[config.mk]
export PLATFORM = sky130hd
export DESIGN_NAME = mem_access_unit
export DESIGN_NICKNAME = d
export VERILOG_FILES = /design/src/rtl/mem_access_unit.sv
export SDC_FILE = /design/constraint.sdc
export NUM_CORES = 1
export LEC_CHECK = 0
export CORE_MARGIN = 2
export CORE_UTILIZATION = 47
export DETAILED_ROUTE_END_ITERATION = 8
export GPL_ROUTABILITY_DRIVEN = 0
export PLACE_DENSITY = 0.92
export SLEW_MARGIN = 20
export SYNTH_ARGS = -nofsm -noshare
export SYNTH_HDL_FRONTEND = slang
export SYNTH_SLANG_ARGS = --single-unit
[constraint.sdc]
create_clock -name clk -period 2.4 [get_ports clk]
set_input_delay 0.36 -clock clk [delete_from_list [all_inputs] [get_ports clk]]
set_output_delay 0.36 -clock clk [all_outputs]
set_load 0.005 [all_outputs]
[src/rtl/mem_access_unit.sv]
// mem_access_unit: MEM-stage load/store unit with a handshaked AR/R/AW/W master.
// Accepts one access at a time from the pipeline. It checks alignment and
// support, drives a line-wide bus, and returns one resp_valid pulse per access.
//   clk, rst                    : clock, synchronous active-high reset
//   req_*                       : pipeline request (valid/ready, write, funct3, addr, wdata, rd)
//   resp_*                      : completion pulse, error flag, extended load data, rd echo, write-enable
//   ARADDR/ARVALID/ARREADY      : read address channel (line-aligned)
//   RDATA/RVALID/RREADY         : read data channel
//   AWADDR/AWVALID/AWREADY      : write address channel (line-aligned)
//   WDATA/WSTRB/WVALID/WREADY   : write data channel with per-byte strobes
module mem_access_unit #(
  parameter int ADDR_W = 32,
  parameter int LINE_W = 128,
  localparam int STRB_W = LINE_W / 8,
  localparam int OFF_W  = $clog2(LINE_W / 8)
) (
  input  logic              clk,
  input  logic              rst,
  input  logic              req_valid,
  output logic              req_ready,
  input  logic              req_write,
  input  logic [2:0]        req_funct3,
  input  logic [ADDR_W-1:0] req_addr,
  input  logic [31:0]       req_wdata,
  input  logic [4:0]        req_rd,
  output logic              resp_valid,
  output logic              resp_err,
  output logic [31:0]       resp_rdata,
  output logic [4:0]        resp_rd,
  output logic              resp_we,
  output logic [ADDR_W-1:0] ARADDR,
  output logic              ARVALID,
  input  logic              ARREADY,
  input  logic [LINE_W-1:0] RDATA,
  input  logic              RVALID,
  output logic              RREADY,
  output logic [ADDR_W-1:0] AWADDR,
  output logic              AWVALID,
  input  logic              AWREADY,
  output logic [LINE_W-1:0] WDATA,
  output logic [STRB_W-1:0] WSTRB,
  output logic              WVALID,
  input  logic              WREADY
);

  typedef enum logic [2:0] {IDLE, RD_ADDR, RD_DATA, WR, RESP} state_e;

  state_e             state_q, state_d;
  logic [OFF_W-1:0]   off_q, off_d;
  logic [2:0]         funct3_q, funct3_d;
  logic [4:0]         rd_q, rd_d;
  logic [ADDR_W-1:0]  araddr_q, araddr_d, awaddr_q, awaddr_d;
  logic [LINE_W-1:0]  wdata_q, wdata_d;
  logic [STRB_W-1:0]  wstrb_q, wstrb_d;
  logic               arvalid_q, arvalid_d, rready_q, rready_d;
  logic               awvalid_q, awvalid_d, wvalid_q, wvalid_d;
  logic               req_ready_q, req_ready_d, resp_valid_q, resp_valid_d;
  logic               resp_err_q, resp_err_d, resp_we_q, resp_we_d;
  logic [31:0]        resp_rdata_q, resp_rdata_d;
  logic [4:0]         resp_rd_q, resp_rd_d;

  logic               accept, unsupported, misaligned;
  logic [3:0]         size_mask;
  logic [ADDR_W-1:0]  line_addr;
  logic [31:0]        rword, load_val;

  always_comb begin
    accept = req_valid & req_ready_q;

    if (req_write) unsupported = (req_funct3 >= 3'd3);
    else           unsupported = (req_funct3 == 3'd3) || (req_funct3 == 3'd6) ||
                                 (req_funct3 == 3'd7);

    unique case (req_funct3[1:0])
      2'b01:   misaligned = req_addr[0];
      2'b10:   misaligned = (req_addr[1:0] != 2'b00);
      default: misaligned = 1'b0;
    endcase

    unique case (req_funct3[1:0])
      2'b00:   size_mask = 4'h1;
      2'b01:   size_mask = 4'h3;
      default: size_mask = 4'hF;
    endcase

    line_addr = {req_addr[ADDR_W-1:OFF_W], {OFF_W{1'b0}}};

    // Bring the addressed byte down to bit 0; alignment keeps the word inside the line.
    rword = 32'(RDATA >> {off_q, 3'b000});
    unique case (funct3_q)
      3'd0:    load_val = {{24{rword[7]}}, rword[7:0]};
      3'd1:    load_val = {{16{rword[15]}}, rword[15:0]};
      3'd4:    load_val = {24'h0, rword[7:0]};
      3'd5:    load_val = {16'h0, rword[15:0]};
      default: load_val = rword;
    endcase
  end

  always_comb begin
    state_d      = state_q;
    off_d        = off_q;
    funct3_d     = funct3_q;
    rd_d         = rd_q;
    araddr_d     = araddr_q;
    awaddr_d     = awaddr_q;
    wdata_d      = wdata_q;
    wstrb_d      = wstrb_q;
    awvalid_d    = awvalid_q;
    wvalid_d     = wvalid_q;
    resp_err_d   = resp_err_q;
    resp_we_d    = resp_we_q;
    resp_rdata_d = resp_rdata_q;
    resp_rd_d    = resp_rd_q;

    unique case (state_q)
      IDLE: begin
        if (accept) begin
          off_d    = req_addr[OFF_W-1:0];
          funct3_d = req_funct3;
          rd_d     = req_rd;
          if (unsupported || misaligned) begin
            state_d      = RESP;
            resp_err_d   = 1'b1;
            resp_we_d    = 1'b0;
            resp_rdata_d = '0;
            resp_rd_d    = req_rd;
          end else if (req_write) begin
            state_d   = WR;
            awaddr_d  = line_addr;
            wdata_d   = LINE_W'(req_wdata) << {req_addr[OFF_W-1:0], 3'b000};
            wstrb_d   = STRB_W'(size_mask) << req_addr[OFF_W-1:0];
            awvalid_d = 1'b1;
            wvalid_d  = 1'b1;
          end else begin
            state_d  = RD_ADDR;
            araddr_d = line_addr;
          end
        end
      end
      RD_ADDR: if (ARREADY) state_d = RD_DATA;
      RD_DATA: begin
        if (RVALID) begin
          state_d      = RESP;
          resp_err_d   = 1'b0;
          resp_we_d    = 1'b1;
          resp_rdata_d = load_val;
          resp_rd_d    = rd_q;
        end
      end
      WR: begin
        // AW and W retire independently; leave once neither is still pending.
        if (AWREADY) awvalid_d = 1'b0;
        if (WREADY)  wvalid_d  = 1'b0;
        if (!awvalid_d && !wvalid_d) begin
          state_d      = RESP;
          resp_err_d   = 1'b0;
          resp_we_d    = 1'b0;
          resp_rdata_d = '0;
          resp_rd_d    = rd_q;
        end
      end
      RESP:    state_d = IDLE;
      default: state_d = IDLE;
    endcase

    req_ready_d  = (state_d == IDLE);
    arvalid_d    = (state_d == RD_ADDR);
    rready_d     = (state_d == RD_DATA);
    resp_valid_d = (state_d == RESP);
  end

  always_ff @(posedge clk) begin
    if (rst) begin
      state_q      <= IDLE;
      off_q        <= '0;
      funct3_q     <= '0;
      rd_q         <= '0;
      araddr_q     <= '0;
      awaddr_q     <= '0;
      wdata_q      <= '0;
      wstrb_q      <= '0;
      arvalid_q    <= 1'b0;
      rready_q     <= 1'b0;
      awvalid_q    <= 1'b0;
      wvalid_q     <= 1'b0;
      req_ready_q  <= 1'b1;
      resp_valid_q <= 1'b0;
      resp_err_q   <= 1'b0;
      resp_we_q    <= 1'b0;
      resp_rdata_q <= '0;
      resp_rd_q    <= '0;
    end else begin
      state_q      <= state_d;
      off_q        <= off_d;
      funct3_q     <= funct3_d;
      rd_q         <= rd_d;
      araddr_q     <= araddr_d;
      awaddr_q     <= awaddr_d;
      wdata_q      <= wdata_d;
      wstrb_q      <= wstrb_d;
      arvalid_q    <= arvalid_d;
      rready_q     <= rready_d;
      awvalid_q    <= awvalid_d;
      wvalid_q     <= wvalid_d;
      req_ready_q  <= req_ready_d;
      resp_valid_q <= resp_valid_d;
      resp_err_q   <= resp_err_d;
      resp_we_q    <= resp_we_d;
      resp_rdata_q <= resp_rdata_d;
      resp_rd_q    <= resp_rd_d;
    end
  end

  assign req_ready  = req_ready_q;
  assign resp_valid = resp_valid_q;
  assign resp_err   = resp_err_q;
  assign resp_rdata = resp_rdata_q;
  assign resp_rd    = resp_rd_q;
  assign resp_we    = resp_we_q;
  assign ARADDR     = araddr_q;
  assign ARVALID    = arvalid_q;
  assign RREADY     = rready_q;
  assign AWADDR     = awaddr_q;
  assign AWVALID    = awvalid_q;
  assign WDATA      = wdata_q;
  assign WSTRB      = wstrb_q;
  assign WVALID     = wvalid_q;

endmodule

==> results.ini, run 1 <==
[setup_path]
crit_required_ns=2.78
crit_slowest_cell=mux4_2
critPathMaxFanout=26
critPathCaptureType=register
reg2reg_depth=7
criticalPathCategory=register to register
crit_top_cell=mux2i_1
slowest_delay_ns=0.51
crit_chain=buf_12 > buf_4 > mux2i_1 > mux2i_1 > mux4_2 > nand2_1 > a21oi_1
r2r_start=off_q[1]$_SDFFE_PP0P_
setup.worst_path.start_class=register
reg2reg_slack_ns=0.05
critical_path_arrival_ns=2.73
r2r-end=resp_rdata[3]$_SDFFE_PP0P_

[timing]
relSlewSlack=0.484
fmax_mhz=426
tightest_slew_ns=0.773
setup_viol=0
finClkSkew_ns=0.0434
finalMaxSlewViolations=0
fin_crit_sh=0.977
period_minus_slack_ns=2.35
hold_viol=0

[clocking]
clkTransAtPathRegs_ns=0.07
clk_latency_ns=0.55
cts_root_buf=clkbuf_16
cts_resized=0
postCtsSetupBuffers=0
cts_buffer_depth=3
cts_tree=done
cts_buffers=26
clock_sinks=260
hold_buffers=0
ctsHtreeMaxLevel=1

[global_routing]
grt_pass1_wl_mm=83.7
gr-total-overflow=0
grt_usage=0.318
antenna_found_initial=3
grt_pass1_vias=15100
grt_start_max_net_pins=130

[power_and_ir_drop]
power_frac_clock=0.340
p_int_w=0.00877
comb_power_share=0.288
irDropWorstVdd_v=0.000369
sw_frac_of_total=0.296
power_w=0.0125
power_frac_seq=0.372
leakage_nw=7.33
p_per_area_nw_per_um2=594
p_switching_w=0.00369

[synthesis]
async_flop_share=0
yosys.cell_types.count=64
synth-edff-count=0
ys_warn_count=0
yosysTopAreaCell=dfxtp_1
yosysSeqAreaShare=0.358
netlist_area_um2=14500
ys.flop_type=dfxtp_1
synth_common_cells=dfxtp_1 (260), nand2_1 (223), a21oi_1 (180)
synth_top_area_frac=0.358
synthMostInstantiatedCell=dfxtp_1
synth-seq-cells=260
synthCells=1613
syn_area_per_cell_um2=9.01
synth.area.top_cells=dfxtp_1 (36%), mux4_2 (12%), mux2i_1 (10%)

[final_layout]
final_util=0.688
seq_area_um2=5210
final_area_um2=21000
nets=2278
n_fill_cell=2124
layout-drive-gt1-share=0.135
multi_input_area_um2=8600
area_growth_pct=44.5
final_cell_count_no_fill=2483

[die]
initial_core_util=0.476
fp.coreArea_um2=30500
ioPinCount=461
num_rows=64
die_h_um=180
dieArea_um2=32300
die_w_um=180

[placement]
postPlaceCellArea_um2=20000
port_buffers=452
dpl.hpwl_mm=41.3
placed_cells=2432

[detailed_routing]
vias_per_cell=6.34
drt-initial-drc-count=1984
drc=0
ant_nets=0
drt-pass1-iter-count=6
vias=15700
wire_per_inst_um=22.6
routed_wl_mm=56.0

[min_path]
hp-class=input pin to register
hold_start=rst
min_path_cells=2
worstHoldEndpoint=off_q[2]$_SDFFE_PP0P_

[status]
status=finished clean

[job]
max_cap_violations=0

worst max-delay path by stage:
stage / end / cells after the start / startpoint / slack (ns)
finish: resp_rdata[3]$_SDFFE_PP0P_ / 7 / off_q[1]$_SDFFE_PP0P_ / 0.05
global route: resp_rdata[18]$_SDFFE_PP0P_ / 9 / req_funct3[0] / -0.0005
CTS: resp_rdata[18]$_SDFFE_PP0P_ / 7 / off_q[1]$_SDFFE_PP0P_ / 0.06
detailed placement: ARADDR[11]$_SDFFE_PP0P_ / 10 / req_funct3[0] / -0.42
global placement: resp_rdata[21]$_SDFFE_PP0P_ / 9 / req_funct3[0] / -0.30
floorplan: resp_rdata[12]$_SDFFE_PP0P_ / 8 / req_funct3[1] / 0.22
layout by cell type, fill, tap and decap left out, drive strengths merged, types with 4 or more instances in the layout:
cell	Yosys	routed
nand2b	15	15
a31oi	7	7
and3	5	5
nor2	109	109
o221ai	10	10
ha	5	5
o22ai	33	33
buf	66	129
o21ai	35	35
clkinv	1	8
nand3	50	50
a21oi	181	181
and2	9	9
dfxtp	260	260
mux2	19	19
nor3	35	35
a21o	4	4
o2bb2ai	10	10
clkbuf	95	38
mux4	80	80
nor2b	13	13
nand3b	39	39
o21a	4	4
a221oi	22	22
a22oi	8	8
a311oi	6	6
nand2	223	223
or3	35	35
inv	13	14
conb	1	8
mux2i	152	152
a22o	18	18
clkdlybuf4s50	0	448
a32o	12	12
critical path, delay by kind of cell (launching register included):
kind	cells	cell delay, ns
compound gates	1	0.06
buf+inv	2	0.56
mux	3	1.04
simple gates	1	0.10
flops	1	0.40
layer usage:
layer / part of all wire / routed length, um / track usage / up-vias
li1: - / - / - / 6825
met1: 0.33 / 18500 / 0.361 / 7335
met2: 0.48 / 27100 / 0.547 / 1265
met3: 0.11 / 6090 / 0.0626 / 310
met4: 0.078 / 4380 / 0.200 / 2
met5: 0.00020 / 11 / 0 / -
area by class of cell:
type	instances	share of cell area
Antenna cell	2	0.000238
Clock buffer	37	0.0374
Sequential cell	260	0.248
Tap cell	396	0.0236
Timing Repair Buffer	578	0.273
Multi-Input combinational cell	1185	0.410
Inverter	14	0.00250
Clock inverter	11	0.00549
logic make-up after synthesis:
family	synth area share
and+or+nand+nor	0.178
muxes	0.244
other	0.000258
DFF	0.358
buffers and inverters	0.0533
AOI/OAI and AO/OA	0.162
adders and majority gates	0.00431
stage by stage:
| step | setup slack (ns) | setup TNS, ns | hold slack [ns] |
|---|---|---|---|
| after floorplan | 0.218 | 0 | 0.448 |
| after global placement | -0.295 | -38.61 | 0.438 |
| after detailed placement | -0.417 | -57.76 | 0.446 |
| after CTS | 0.0621 | 0 | 0.213 |
| after global routing | -0.000478 | -0.000478 | 0.242 |
| final | 0.0549 | 0 | 0.224 |
sequential cells by signal, summed over array words and instances, names as in the netlist, 3 cells and up:
signal	flops
ARADDR	28
AWADDR	28
WDATA	128
state_q	3
off_q	4
WSTRB	16
resp_rd	5
funct3_q	3
rd_q	5
resp_rdata	32
power groups by stage:
stage	logic [W]	registers [W]	clock network, W
CTS	0.00346	0.00462	0.00427
finish	0.00359	0.00463	0.00424
floorplan	0.00198	0.00468	0
detailed placement	0.00344	0.00472	0
global placement	0.00332	0.00471	0
global route	0.00376	0.00464	0.00445
(Power assumes the default switching activity.)
==> inputs of run 2 (changes only) <==
- SLEW_MARGIN: 20 -> 10
==> results of run 2 <==
Final layout, timing and power as in run 1 (identical DEF).
